$ cat src/rtl/cei_mochila_pkg.sv
// Cluster-level types and constants for the TMR lockstep return path.
//   tmr_drain_state_e   : RUN / DRAIN / HALT states of the response distributor
//   TMR_MAX_OUTSTANDING : default bound on voted transactions in flight
package cei_mochila_pkg;

  typedef enum logic [1:0] {
    TMR_RUN,
    TMR_DRAIN,
    TMR_HALT
  } tmr_drain_state_e;

  localparam int unsigned TMR_MAX_OUTSTANDING = 4;

endpackage

$ cat src/rtl/obi_pkg.sv
// OBI bus request/response types shared by the cluster return-path logic.
//   obi_req_t  : req, we, be, addr, wdata
//   obi_resp_t : gnt, rvalid, rdata
package obi_pkg;

  typedef struct packed {
    logic        req;
    logic        we;
    logic [3:0]  be;
    logic [31:0] addr;
    logic [31:0] wdata;
  } obi_req_t;

  typedef struct packed {
    logic        gnt;
    logic        rvalid;
    logic [31:0] rdata;
  } obi_resp_t;

endpackage

$ cat src/rtl/tmr_outstanding_cnt.sv
// Up/down saturating counter of in-flight voted transactions.
//   clk, rst     : clock, synchronous active-high reset
//   inc          : qualified grant (counted transaction)
//   dec          : response returned
//   grant_raw    : bus grant regardless of blocking, used only for overflow detect
//   count        : registered in-flight count
//   count_next   : value count takes at the next edge
//   underflow    : response with nothing in flight (this cycle)
//   overflow     : bus grant while already at the bound (this cycle)
module tmr_outstanding_cnt #(
  parameter int unsigned MAX_OUTSTANDING = 4,
  parameter int unsigned CNT_W           = $clog2(MAX_OUTSTANDING + 1)
) (
  input  logic             clk,
  input  logic             rst,
  input  logic             inc,
  input  logic             dec,
  input  logic             grant_raw,
  output logic [CNT_W-1:0] count,
  output logic [CNT_W-1:0] count_next,
  output logic             underflow,
  output logic             overflow
);

  localparam logic [CNT_W-1:0] MAX_C = CNT_W'(MAX_OUTSTANDING);

  always_comb begin
    count_next = count;
    if (inc && !dec && (count != MAX_C)) begin
      count_next = count + CNT_W'(1);
    end else if (dec && !inc && (count != '0)) begin
      count_next = count - CNT_W'(1);
    end
  end

  // At the bound the requester is blocked, so a qualified inc cannot fire;
  // any bus grant that still arrives there is the overflow condition.
  assign underflow = dec & (count == '0);
  assign overflow  = grant_raw & (count == MAX_C);

  always_ff @(posedge clk) begin
    if (rst) begin
      count <= '0;
    end else begin
      count <= count_next;
    end
  end

endmodule

$ cat src/rtl/tmr_resp_distributor.sv
// Return path of the TMR lockstep cluster: fans one OBI response stream out to
// NHARTS redundant cores, tracks outstanding voted transactions, latches a mask
// of faulty harts and, on a voter error, blocks new grants, drains in-flight
// responses and halts until a software resync.
//   clk_i, rst_i   : clock, synchronous active-high reset
//   voted_req_i    : voted request as driven to the bus (req used)
//   bus_resp_i     : bus response (gnt, rvalid, rdata)
//   core_resp_o    : per-hart response
//   enable_i       : TMR mode active; 0 = pure fan-out, FSM held in RUN
//   error_id_i     : per-hart mismatch flags from the request voter
//   resync_i       : single-cycle pulse leaving HALT
//   block_req_o    : integration must force the voted request low
//   fault_mask_o   : latched faulty harts
//   outstanding_o  : current in-flight count
//   drain_done_o   : high while in HALT
//   proto_err_o    : sticky protocol error (underflow or overflow)
module tmr_resp_distributor
  import obi_pkg::*;
  import cei_mochila_pkg::*;
#(
  parameter int unsigned NHARTS          = 3,
  parameter int unsigned MAX_OUTSTANDING = TMR_MAX_OUTSTANDING,
  parameter int unsigned CNT_W           = $clog2(MAX_OUTSTANDING + 1)
) (
  input  logic                    clk_i,
  input  logic                    rst_i,
  input  obi_req_t                voted_req_i,
  input  obi_resp_t               bus_resp_i,
  output obi_resp_t [NHARTS-1:0]  core_resp_o,
  input  logic                    enable_i,
  input  logic [NHARTS-1:0]       error_id_i,
  input  logic                    resync_i,
  output logic                    block_req_o,
  output logic [NHARTS-1:0]       fault_mask_o,
  output logic [CNT_W-1:0]        outstanding_o,
  output logic                    drain_done_o,
  output logic                    proto_err_o
);

  localparam logic [CNT_W-1:0] MAX_C = CNT_W'(MAX_OUTSTANDING);

  tmr_drain_state_e  state_q, state_d;
  logic [NHARTS-1:0] mask_d;
  logic [CNT_W-1:0]  count_next;
  logic              grant_raw;
  logic              inc;
  logic              underflow;
  logic              overflow;

  // Only req is consumed; the rest of the request travels to the bus untouched.
  logic unused_req_fields;
  assign unused_req_fields = ^{voted_req_i.we, voted_req_i.be,
                               voted_req_i.addr, voted_req_i.wdata};

  // Blocking depends on registered state only, so no input-to-output path.
  assign block_req_o  = (state_q != TMR_RUN) | (outstanding_o == MAX_C);
  assign drain_done_o = (state_q == TMR_HALT);

  assign grant_raw = voted_req_i.req & bus_resp_i.gnt;
  assign inc       = grant_raw & ~block_req_o;

  tmr_outstanding_cnt #(
    .MAX_OUTSTANDING (MAX_OUTSTANDING),
    .CNT_W           (CNT_W)
  ) u_cnt (
    .clk        (clk_i),
    .rst        (rst_i),
    .inc        (inc),
    .dec        (bus_resp_i.rvalid),
    .grant_raw  (grant_raw),
    .count      (outstanding_o),
    .count_next (count_next),
    .underflow  (underflow),
    .overflow   (overflow)
  );

  always_comb begin
    state_d = state_q;
    mask_d  = fault_mask_o;
    if (!enable_i) begin
      state_d = TMR_RUN;
      mask_d  = '0;
    end else begin
      unique case (state_q)
        TMR_RUN: begin
          if (|error_id_i) begin
            state_d = TMR_DRAIN;
            mask_d  = fault_mask_o | error_id_i;
          end
        end
        TMR_DRAIN: begin
          mask_d = fault_mask_o | error_id_i;
          // Looks at the post-edge count so HALT coincides with the last response.
          if (count_next == '0) begin
            state_d = TMR_HALT;
          end
        end
        TMR_HALT: begin
          if (resync_i) begin
            state_d = TMR_RUN;
            mask_d  = '0;
          end else begin
            mask_d = fault_mask_o | error_id_i;
          end
        end
        default: begin
          state_d = TMR_RUN;
          mask_d  = '0;
        end
      endcase
    end
  end

  always_ff @(posedge clk_i) begin
    if (rst_i) begin
      state_q      <= TMR_RUN;
      fault_mask_o <= '0;
      proto_err_o  <= 1'b0;
    end else begin
      state_q      <= state_d;
      fault_mask_o <= mask_d;
      if (underflow || overflow) begin
        proto_err_o <= 1'b1;
      end
    end
  end

  for (genvar i = 0; i < NHARTS; i++) begin : g_fanout
    assign core_resp_o[i].rdata  = bus_resp_i.rdata;
    assign core_resp_o[i].gnt    = bus_resp_i.gnt & voted_req_i.req
                                   & ~block_req_o & ~fault_mask_o[i];
    assign core_resp_o[i].rvalid = bus_resp_i.rvalid & ~fault_mask_o[i];
  end

endmodule
$ cat config.mk
export PLATFORM = sky130hd
export DESIGN_NAME = tmr_resp_distributor
export DESIGN_NICKNAME = d
export VERILOG_FILES = /design/src/rtl/cei_mochila_pkg.sv /design/src/rtl/obi_pkg.sv /design/src/rtl/tmr_outstanding_cnt.sv /design/src/rtl/tmr_resp_distributor.sv
export SDC_FILE = /design/constraint.sdc
export NUM_CORES = 1
export LEC_CHECK = 0
export CAP_MARGIN = 10
export CORE_AREA = 4 4 84 86
export CTS_CLUSTER_SIZE = 25
export DETAILED_ROUTE_END_ITERATION = 12
export DIE_AREA = 0 0 88 90
export PLACE_DENSITY = 0.91
export SYNTH_ARGS = -nofsm -noshare
export SYNTH_HDL_FRONTEND = slang
export SYNTH_SLANG_ARGS = --single-unit
export TNS_END_PERCENT = 1
$ cat constraint.sdc
create_clock -name clk_i -period 2.3 [get_ports clk_i]
set_clock_uncertainty 0.05 [all_clocks]
set_input_delay 0.46 -clock clk_i [delete_from_list [all_inputs] [get_ports clk_i]]
set_output_delay 0.46 -clock clk_i [all_outputs]
set_load 0.02 [all_outputs]
==> flow_metrics.env <==
export IMPL_root_buffer="clkbuf_8"
export IMPL_clock_sinks=9
export IMPL_initial_core_util=0.217
export IMPL_drtIter0Drc=28
export IMPL_switchingPower_mw=0.295
export IMPL_htree_levels=1
export IMPL_max_stage_delay_ns=0.50
export IMPL_maxSlewViolCount=0
export IMPL_yosysSeqAreaShare=0.132
export IMPL_hold_violations=0
export IMPL_rows=29
export IMPL_synth_top_cells_by_count="97 x buf_4, 20 x nor2_1, 9 x dfxtp_1"
export IMPL_leakage_nw=0.453
export IMPL_hp_class="reg2reg"
export IMPL_status="finished clean"
export IMPL_cp_common_cell="buf_4"
export IMPL_synth_top_area_frac=0.534
export IMPL_dieArea_um2=7920
export IMPL_syn_num_nets=294
export IMPL_nets=233
export IMPL_p_clk_frac=0.232
export IMPL_cts_tree="done"
export IMPL_combPwrFrac=0.515
export IMPL_setup_slack_ns=0.0668
export IMPL_critPathKind="in2reg"
export IMPL_gr_total_overflow=0
export IMPL_startpoint_type="input port"
export IMPL_path_cells="clkdlybuf4s50_1 > buf_4 > nand4bb_4 > and3_4 > a311o_1 > a31o_1 > buf_4 > o31ai_1"
export IMPL_slowest_stage="clkdlybuf4s50_1"
export IMPL_grt_setup_unrepaired="yes"
export IMPL_ys_warn_count=0
export IMPL_ys_ff_latch=9
export IMPL_ys_async_sr_fraction=0
export IMPL_maxSlewHeadroom=0.756
export IMPL_synth_most_common_cell="buf_4"
export IMPL_design_area_um2=1090
export IMPL_synth_edff_count=0
export IMPL_drc_errors=0
export IMPL_syn_inst=180
export IMPL_p_sw_frac=0.374
export IMPL_die_h_um=90
export IMPL_path_max_fanout=3
export IMPL_fin_util=0.173
export IMPL_fmax_ghz=0.448
export IMPL_cp_top_family="buffers and inverters"
export IMPL_final_antenna_net_count=0
export IMPL_firstDrtPassIters=4
export IMPL_vdd_drop_max_uv=216
export IMPL_finalWirelength_um=2420
export IMPL_synth_cell_type_count=33
export IMPL_io_pin_count=222
export IMPL_hold_buffers=0
export IMPL_clock_latency_ns=0.23
export IMPL_core_area_um2=6280
export IMPL_track_usage=0.0616
export IMPL_syn_area_um2=1360
export IMPL_routabilityCongestion=0.864
export IMPL_setup_viol_count_final=0
export IMPL_fin_crit_sh=0.971
export IMPL_powerDensity_nw_per_um2=726
export IMPL_pwr_share_seq=0.253
export IMPL_p_int_mw=0.494
export IMPL_p_total_mw=0.789
export IMPL_dpl_cell_area_um2=1030
export IMPL_diodes=0
export IMPL_clockBufferDepth=2
export IMPL_synth_ff_type="dfxtp_1"
export IMPL_dp_slack_ns=-0.336
export IMPL_dpl_cell_count=191
export IMPL_wl_per_cell_um=12.4
export IMPL_numCtsBuffers=3
export IMPL_die_w_um=88
export IMPL_critPathCaptureType="flop"
export IMPL_instances_no_fill=195
export IMPL_via_count=769
export IMPL_grt_pass1_vias=787
export IMPL_fin_crit_ns=2.23
export IMPL_io_buffers=24
export IMPL_cap_violations=0
export IMPL_critPathBufInv=3
export IMPL_synth_area_per_cell_um2=7.57
export IMPL_final_layout_size_suffix_gt1_frac=0.186
export IMPL_grt_max_degree=11
export IMPL_synthToLayoutAreaGrowth_pct=-20.2
export IMPL_antenna_found_initial=0
export IMPL_path_clk_slew_ns=0.04
export IMPL_synthTopCellsByArea="buf_4 53%, dfxtp_1 13%, nor2_1 5.5%, ha_1 2.8%, nand4bb_4 2.0%"
export IMPL_routed_via_density=3.94
export IMPL_critPathRequiredTime_ns=2.39
export IMPL_synth_top_area_cell="buf_4"
export IMPL_worstMarginPinSlew_ns=0.367
export IMPL_grt_pass1_wl_um=3790
export IMPL_worstPathArrival_ns=2.32
export IMPL_dp_hpwl_um=1950
per-stage QoR:
| step | hold WS, ns | setup TNS [ns] |
|---|---|---|
| floorplan | 0.482 | 0 |
| global placement | 0.408 | -1.32 |
| detailed placement | 0.452 | -1.46 |
| CTS | 0.463 | -0.0302 |
| global route | 0.488 | -0.0463 |
| finish | 0.449 | 0 |
power by group through the flow:
stage	logic (mW)	registers, mW	clock network [mW]
2_1_floorplan	0.455	0.220	0
3_3_place_gp	0.395	0.201	0
3_5_place_dp	0.405	0.203	0
4_1_cts	0.410	0.199	0.190
5_1_grt	0.444	0.202	0.201
6_report	0.406	0.200	0.183
flip-flops by register name (all words and copies together), names as in the netlist:
name / count
proto_err_o: 1
fault_mask_o: 3
state_q: 2
u_cnt.count: 3
routing by layer:
layer  track usage  vias to the layer above  routed length [µm]  share of wire
met5             0                        -                   0              0
met4        0.0537                        0                 102          0.042
met3        0.0338                       18                 353           0.15
met2        0.0961                       34                1150           0.47
met1        0.0564                      354                 818           0.34
li1              -                      363                   -              -
what timing repair did:
action | in CTS | in global routing
gates resized for setup | 10 | 5
endpoints found under the setup margin | 5 | 8
pin swaps | 0 | 0
setup buffers | 0 | 0
worst paths after layout:
check / startpoint / endpoint / slack, ns / depth (start not counted)
worst max-delay path: bus_resp_i[33] / state_q[1]$_SDFFE_PP0P_ / 0.07 / 8
worst min-delay path: proto_err_o$_SDFFE_PP0P_ / proto_err_o$_SDFFE_PP0P_ / 0.45 / 2
worst max register to register: u_cnt.count[0]$_SDFF_PP0_ / state_q[1]$_SDFFE_PP0P_ / 0.24 / 9
worst min register to register: proto_err_o$_SDFFE_PP0P_ / proto_err_o$_SDFFE_PP0P_ / 0.45 / 2
worst reg2reg max path, stage by stage, from the launching register on:
cell and delay, ns:
dfxtp_1 0.41, inv_1 0.11, ha_1 0.23, buf_4 0.17, inv_1 0.08, and4_1 0.17
o21ai_0 0.11, a31o_1 0.26, buf_4 0.14, o31ai_1 0.23
final cells by class:
class                           count  area (µm²)
Clock buffer                        4        45.0
Multi-Input combinational cell     65         418
Tap cell                           77        96.3
Timing Repair Buffer               35         329
Sequential cell                     9         180
Fill cell                         707        5190
Inverter                            5        18.8
placed cells by master (no fill, tap or decap), types with 2 or more instances in the layout:
cell type	Yosys	layout
buf_4	97	11
inv_1	4	4
dlymetal6s2s_1	0	4
o21ai_0	2	2
clkbuf_8	0	3
a21oi_1	3	3
dfxtp_1	9	9
nand3_1	4	4
a31oi_1	2	2
nand2b_1	3	3
nor2_1	20	20
nor2b_1	3	3
nor3_1	4	4
ha_1	3	3
clkdlybuf4s15_2	0	2
nand2_1	4	4
clkdlybuf4s50_1	0	16
cell families (layout without fill, tap and decap cells):
kind of cell,Yosys count,in the layout,synth area share
AO/OA/AOI/OAI,17,17,0.0900
adder cells (fa/ha/maj),3,3,0.0276
buffers and inverters,106,44,0.565
flip-flops,9,9,0.132
multiplexers,1,1,0.00735
AND/OR/NAND/NOR,44,44,0.178
Note: power is estimated with default switching activity, not from simulation.
